**src/rtl/next_pc_predictor_pkg.sv**
```systemverilog
// Shared constants and helpers for the next-PC predictor.
// The saturating counter policy for BTB entries lives here.
package next_pc_predictor_pkg;

  localparam int DEFAULT_ENTRIES = 16;

  localparam logic [1:0] CTR_WEAK_T  = 2'b10;
  localparam logic [1:0] CTR_WEAK_NT = 2'b01;
  localparam logic [1:0] CTR_MAX     = 2'b11;
  localparam logic [1:0] CTR_MIN     = 2'b00;

  typedef enum logic [1:0] {
    SRC_PC4,
    SRC_PRED,
    SRC_JUMP,
    SRC_REDIRECT
  } pc_src_e;

  function automatic logic [1:0] ctr_next(
    input logic [1:0] ctr,
    input logic       taken
  );
    logic [1:0] r;
    r = ctr;
    if (taken) begin
      if (ctr != CTR_MAX) r = ctr + 2'd1;
    end else begin
      if (ctr != CTR_MIN) r = ctr - 2'd1;
    end
    return r;
  endfunction

endpackage

```
**src/rtl/next_pc_predictor_btb_table.sv**
```systemverilog
// Direct-mapped BTB storage: two combinational read ports,
// one registered write port, asynchronous clear.
module btb_table
  import next_pc_predictor_pkg::*;
#(
  parameter int ENTRIES = DEFAULT_ENTRIES,
  parameter int IDX_W   = $clog2(ENTRIES),
  parameter int TAG_W   = 30 - IDX_W
) (
  input  logic             clk,
  input  logic             rst,
  input  logic [IDX_W-1:0] a_idx,
  output logic             a_valid,
  output logic [TAG_W-1:0] a_tag,
  output logic [31:0]      a_target,
  output logic [1:0]       a_ctr,
  input  logic [IDX_W-1:0] b_idx,
  output logic             b_valid,
  output logic [TAG_W-1:0] b_tag,
  output logic [31:0]      b_target,
  output logic [1:0]       b_ctr,
  input  logic             wr_en,
  input  logic [IDX_W-1:0] wr_idx,
  input  logic [TAG_W-1:0] wr_tag,
  input  logic [31:0]      wr_target,
  input  logic [1:0]       wr_ctr
);

  logic             valid_q  [ENTRIES];
  logic [TAG_W-1:0] tag_q    [ENTRIES];
  logic [31:0]      target_q [ENTRIES];
  logic [1:0]       ctr_q    [ENTRIES];

  // Reads see pre-edge contents; writes land on the clock edge.
  assign a_valid  = valid_q[a_idx];
  assign a_tag    = tag_q[a_idx];
  assign a_target = target_q[a_idx];
  assign a_ctr    = ctr_q[a_idx];

  assign b_valid  = valid_q[b_idx];
  assign b_tag    = tag_q[b_idx];
  assign b_target = target_q[b_idx];
  assign b_ctr    = ctr_q[b_idx];

  always_ff @(posedge clk or posedge rst) begin
    if (rst) begin
      for (int i = 0; i < ENTRIES; i++) begin
        valid_q[i]  <= 1'b0;
        tag_q[i]    <= '0;
        target_q[i] <= '0;
        ctr_q[i]    <= CTR_WEAK_NT;
      end
    end else if (wr_en) begin
      valid_q[wr_idx]  <= 1'b1;
      tag_q[wr_idx]    <= wr_tag;
      target_q[wr_idx] <= wr_target;
      ctr_q[wr_idx]    <= wr_ctr;
    end
  end

endmodule

```
**src/rtl/next_pc_predictor.sv**
```systemverilog
// Next-PC generation: BTB prediction, ID jumps and EX
// mispredict redirect feeding the PC register.
module next_pc_predictor
  import next_pc_predictor_pkg::*;
#(
  parameter int          ENTRIES  = DEFAULT_ENTRIES,
  parameter logic [31:0] RESET_PC = 32'h00400000
) (
  input  logic        clk,
  input  logic        rst,
  input  logic [31:0] PC,
  input  logic [31:0] PC4,
  input  logic        id_jump,
  input  logic [31:0] id_jump_target,
  input  logic        ex_valid,
  input  logic        ex_is_branch,
  input  logic [31:0] ex_pc,
  input  logic        ex_taken,
  input  logic [31:0] ex_target,
  input  logic        ex_pred_taken,
  input  logic [31:0] ex_pred_target,
  output logic [31:0] PC_Next,
  output logic        pred_taken,
  output logic [31:0] pred_target,
  output logic        flush,
  output logic [31:0] mispredict_cnt
);

  localparam int IDX_W = $clog2(ENTRIES);
  localparam int TAG_W = 30 - IDX_W;

  logic [IDX_W-1:0] f_idx;
  logic [TAG_W-1:0] f_tag;
  logic             f_valid;
  logic [TAG_W-1:0] f_tag_q;
  logic [31:0]      f_target;
  logic [1:0]       f_ctr;
  logic             f_hit;

  logic [IDX_W-1:0] u_idx;
  logic [TAG_W-1:0] u_tag;
  logic             u_valid;
  logic [TAG_W-1:0] u_tag_q;
  logic [31:0]      u_target;
  logic [1:0]       u_ctr;
  logic             u_hit;

  logic             wr_en;
  logic [31:0]      wr_target;
  logic [1:0]       wr_ctr;
  logic [31:0]      redirect;
  pc_src_e          pc_src;

  // Byte-offset bits and the sanity PC carry no information here.
  logic unused_bits;
  assign unused_bits = ^{PC[1:0], ex_pc[1:0], RESET_PC[1:0]};

  assign f_idx = PC[IDX_W+1:2];
  assign f_tag = PC[31:IDX_W+2];
  assign u_idx = ex_pc[IDX_W+1:2];
  assign u_tag = ex_pc[31:IDX_W+2];

  btb_table #(
    .ENTRIES (ENTRIES),
    .IDX_W   (IDX_W),
    .TAG_W   (TAG_W)
  ) u_btb (
    .clk       (clk),
    .rst       (rst),
    .a_idx     (f_idx),
    .a_valid   (f_valid),
    .a_tag     (f_tag_q),
    .a_target  (f_target),
    .a_ctr     (f_ctr),
    .b_idx     (u_idx),
    .b_valid   (u_valid),
    .b_tag     (u_tag_q),
    .b_target  (u_target),
    .b_ctr     (u_ctr),
    .wr_en     (wr_en),
    .wr_idx    (u_idx),
    .wr_tag    (u_tag),
    .wr_target (wr_target),
    .wr_ctr    (wr_ctr)
  );

  assign f_hit       = f_valid && (f_tag_q == f_tag);
  assign pred_taken  = f_hit && f_ctr[1];
  assign pred_target = f_hit ? f_target : PC4;

  assign flush = ex_valid &&
                 ((ex_taken != ex_pred_taken) ||
                  (ex_taken && ex_pred_taken &&
                   (ex_target != ex_pred_target)));

  assign redirect = ex_taken ? ex_target : ex_pc + 32'd4;

  // A miss that resolves not-taken leaves the table alone.
  assign u_hit = u_valid && (u_tag_q == u_tag);

  always_comb begin
    wr_en     = 1'b0;
    wr_target = ex_target;
    wr_ctr    = CTR_WEAK_T;
    if (ex_valid && ex_is_branch) begin
      if (u_hit) begin
        wr_en  = 1'b1;
        wr_ctr = ctr_next(u_ctr, ex_taken);
        if (!ex_taken) wr_target = u_target;
      end else if (ex_taken) begin
        wr_en = 1'b1;
      end
    end
  end

  // Wrong-path id_jump loses to a flush.
  always_comb begin
    pc_src = SRC_PC4;
    if (flush)           pc_src = SRC_REDIRECT;
    else if (id_jump)    pc_src = SRC_JUMP;
    else if (pred_taken) pc_src = SRC_PRED;
  end

  always_comb begin
    PC_Next = PC4;
    unique case (pc_src)
      SRC_REDIRECT: PC_Next = redirect;
      SRC_JUMP:     PC_Next = id_jump_target;
      SRC_PRED:     PC_Next = pred_target;
      SRC_PC4:      PC_Next = PC4;
      default:      PC_Next = PC4;
    endcase
  end

  always_ff @(posedge clk or posedge rst) begin
    if (rst) begin
      mispredict_cnt <= '0;
    end else if (flush && (mispredict_cnt != 32'hFFFF_FFFF)) begin
      mispredict_cnt <= mispredict_cnt + 32'd1;
    end
  end

endmodule

```
**config.mk**
```make
export PLATFORM = sky130hd
export DESIGN_NAME = next_pc_predictor
export DESIGN_NICKNAME = d
export VERILOG_FILES = /design/src/rtl/next_pc_predictor_pkg.sv /design/src/rtl/next_pc_predictor_btb_table.sv /design/src/rtl/next_pc_predictor.sv
export SDC_FILE = /design/constraint.sdc
export NUM_CORES = 2
export LEC_CHECK = 0
export CELL_PAD_IN_SITES_DETAIL_PLACEMENT = 1
export CELL_PAD_IN_SITES_GLOBAL_PLACEMENT = 1
export CORE_MARGIN = 8
export CORE_UTILIZATION = 52
export CTS_CLUSTER_SIZE = 28
export DETAILED_ROUTE_END_ITERATION = 12
export GPL_TIMING_DRIVEN = 0
export PLACE_DENSITY = 0.8
export SLEW_MARGIN = 10
export SYNTH_ARGS = -nofsm -noshare
export SYNTH_HDL_FRONTEND = slang
export SYNTH_SLANG_ARGS = --single-unit
```
**constraint.sdc**
```tcl
create_clock -name clk -period 52.9 [get_ports clk]
set_input_delay 13.225 -clock clk [delete_from_list [all_inputs] [get_ports clk]]
set_output_delay 13.225 -clock clk [all_outputs]
set_load 0.005 [all_outputs]
```
==> run_results.csv <==
group,metric,value,unit
drt,vias,42730,
drt,drt_iter0_drc,5234,
clocking,ctsResizeCount,0,
drt,ant_nets,0,
sta,clock_skew,0.03861,ns
sta,grt_setup_unrepaired,"false",
die,die_h,348.2,um
worst_hold_path,hold_path_class,"reg -> reg",
setup_path,cp-end-kind,"output port",
die,io_pins,297,
layout,fin_nets,4597,
clocking,cts_buffers,111,
sta,final.setup.tns,0,ns
die,dieWidth,348.2,um
placed_design,io_buffers,285,
clocking,cts_tree,"yes",
power_and_ir_drop,switchingPower,658.4,uW
clocking,clock-root-buffer,"clkbuf_16",
clocking,cts_buffer_depth,3,
layout,drive_gt1_share,43.46,%
clocking,clk_pin_slew,0.06,ns
synthesis,ys_seq_area_share,44.00,%
sta,report.final.slew_viol_count,0,
run_status,violations,"capacitance limit",
setup_path,start_kind,"input port",
synthesis,yosysUniqueCellTypes,72,
synthesis,yosysWarnings,0,
drt,dr.pass1.iters,5,
drt,drc,0,
setup_path,cp_max_fo,10,
setup_path,r2r_slack,47.64,ns
sta,fin_crit,34.89,ns
synthesis,postSynthCellCount,3981,
sta,fmax,0.02866,GHz
synthesis,syn_area,57370,um^2
clocking,htreeDepth,3,
synthesis,synth_enable_flop_cells,0,
global_routing,antenna_found_initial,14,
synthesis,syn_avg_cell_area,14.41,um^2
layout,syn_to_final_growth,15.42,%
power_and_ir_drop,p_int,1.592,mW
run_status,status,"finished with violations",
die,core,110100,um^2
synthesis,yosys_register_bits,1008,
layout,num-fill-cells,10280,
power_and_ir_drop,leakage,28.59,nW
sta,setup_violations,0,
die,start_util,52.13,%
sta,slew_headroom,0.1239,%
power_and_ir_drop,p_seq_share,43.1,%
clocking,cts_setup_buffers,0,
global_routing,grt_use_total,39.88,%
layout,multi_input_area,30090,um^2
layout,final_cell_mix,"1026 x mux2_2, 992 x dfrtp_1, 480 x mux4_2",
global_routing,grt_pass1_vias,45900,
drt,wl,243900,um
setup_path,worstSetupPathType,"in -> out",
die,die_area,121200,um^2
placed_design,dpl.hpwl,170900,um
clocking,cts.hold.buffers_added,0,
power_and_ir_drop,share_clk_of_total_power,36.3,%
global_routing,grt_pass1_wl,346800,um
power_and_ir_drop,power_frac_comb,20.6,%
global_routing,grt_max_degree,117,
sta,hold_viol_final,0,
drt,drt-wirelength-per-cell,40.79,um
synthesis,ys.flop_type,"dfrtp_1",
setup_path,crit_required,39.68,ns
layout,regArea,25240,um^2
sta,period_share,65.96,%
power_and_ir_drop,power_density,33.98,nW/um^2
setup_path,arrival,21.67,ns
synthesis,syn_nets,4186,
clocking,insertion_delay,0.74,ns
placed_design,gp_congestion,1.027,
power_and_ir_drop,finalPower,2.250,mW
die,placementRows,122,
synthesis,async_flop_share,100.0,%
job,cap_violations,1,
power_and_ir_drop,switching_share,29.26,%
global_routing,grt.overflow.total,0,
drt,viasPerCell,7.145,
power_and_ir_drop,irDropWorstVdd,0.02800,mV
layout,mostFrequentLayoutCell,"mux2_2",
sta,worstMarginPinSlew,1.498,ns
clocking,clock-sinks,1008,
-- path summary, 6_finish.rpt --
check / start / end / cells after the start
worst max-delay path: PC[3] / PC_Next[7] / 14
worst min-delay path: u_btb.ctr_q[26] / u_btb.ctr_q[26] / 2
worst max register to register: u_btb.tag_q[342] / u_btb.tag_q[257] / 11
worst min register to register: u_btb.ctr_q[26] / u_btb.ctr_q[26] / 2
max in group asynchronous: rst / u_btb.tag_q[148] / 5
min in group asynchronous: rst / mispredict_cnt[9] / 2
-- power groups by stage --
| stage | Clock [mW] | Combinational (mW) | Sequential, mW |
|---|---|---|---|
| finish | 0.816 | 0.463 | 0.971 |
| global route | 0.844 | 0.480 | 0.980 |
| CTS | 0.818 | 0.455 | 0.965 |
| detailed placement | 0 | 0.450 | 0.976 |
| global placement | 0 | 0.433 | 0.967 |
| floorplan | 0 | 0.299 | 0.943 |
-- synthesized netlist by cell type, types with 16 or more instances --
cell type,number,area (um^2)
a21oi_1,45,225.2
a221oi_1,27,236.5
a22oi_1,27,202.7
buf_1,30,112.6
buf_2,99,495.5
buf_4,60,450.4
clkbuf_1,175,656.9
dfrtp_1,992,24820
dfstp_2,16,420.4
inv_1,38,142.6
mux2_1,28,315.3
mux2_2,1026,11550
mux2i_1,222,2222
mux4_2,480,10810
nand2_1,96,360.4
nand3_1,50,250.2
nand3b_1,29,217.7
nand4_1,31,193.9
nor2_1,58,217.7
nor2b_1,21,131.4
nor3_1,28,140.1
o21ai_0,47,235.2
o22ai_1,22,137.6
or2_2,17,106.4
xnor2_1,90,788.3
xor2_1,45,394.1
-- final cells by class --
type / count / share of cell area (%)
multi-input cells: 2552 / 45.44
clock inverters: 47 / 0.8938
repair buffers: 298 / 4.767
diodes: 7 / 0.02645
plain buffers: 380 / 2.891
clock buffers: 159 / 4.799
inverters: 41 / 0.2438
flip-flops and latches: 1008 / 38.12
well taps: 1488 / 2.812
-- cells by family after synthesis --
logic type | after synthesis | share of synthesized area, %
simple gates | 387 | 3.520
buf+inv | 421 | 3.561
fa+ha+maj | 7 | 0.1483
mux | 1756 | 43.40
flops | 1008 | 44.00
xor+xnor | 135 | 2.061
compound gates | 267 | 3.306
-- through the flow --
stage	hold WS (ns)	instances	worst slack, ns	cell area [um^2]	util, %
global placement	0.4518	5754	-0.4525	62090	56.41
finish	0.4728	5980	18.01	66220	60.17
global route	0.4875	5973	18.19	66200	60.15
CTS	0.4721	5972	18.36	66180	60.13
floorplan	0.4422	3981	11.34	57370	-
detailed placement	0.4613	5766	18.37	62410	56.71
-- metal layers --
metal | up-vias | track usage, % | wire length (um)
li1 | 16080 | - | -
met1 | 22530 | 49.04 | 86240
met2 | 3086 | 60.22 | 109100
met3 | 1017 | 12.34 | 27300
met4 | 14 | 27.72 | 21200
met5 | - | 0 | 100
-- registers in the layout, summed over array words and instances (netlist names) --
signal          count
u_btb.target_q    512
u_btb.tag_q       416
mispredict_cnt     32
u_btb.ctr_q        32
u_btb.valid_q      16
-- critical path, stage by stage --
cell,delay [ns]
clkbuf_1,0.45
buf_2,0.55
buf_2,0.55
clkbuf_1,1.09
clkbuf_1,0.83
o21ai_0,0.26
and3_1,0.25
nor3_1,0.94
nand4_1,0.67
nor4_4,0.95
buf_4,0.43
mux2i_1,0.66
a21oi_1,0.19
clkdlybuf4s50_1,0.53
No activity file was read; power rests on OpenSTA's default activity.
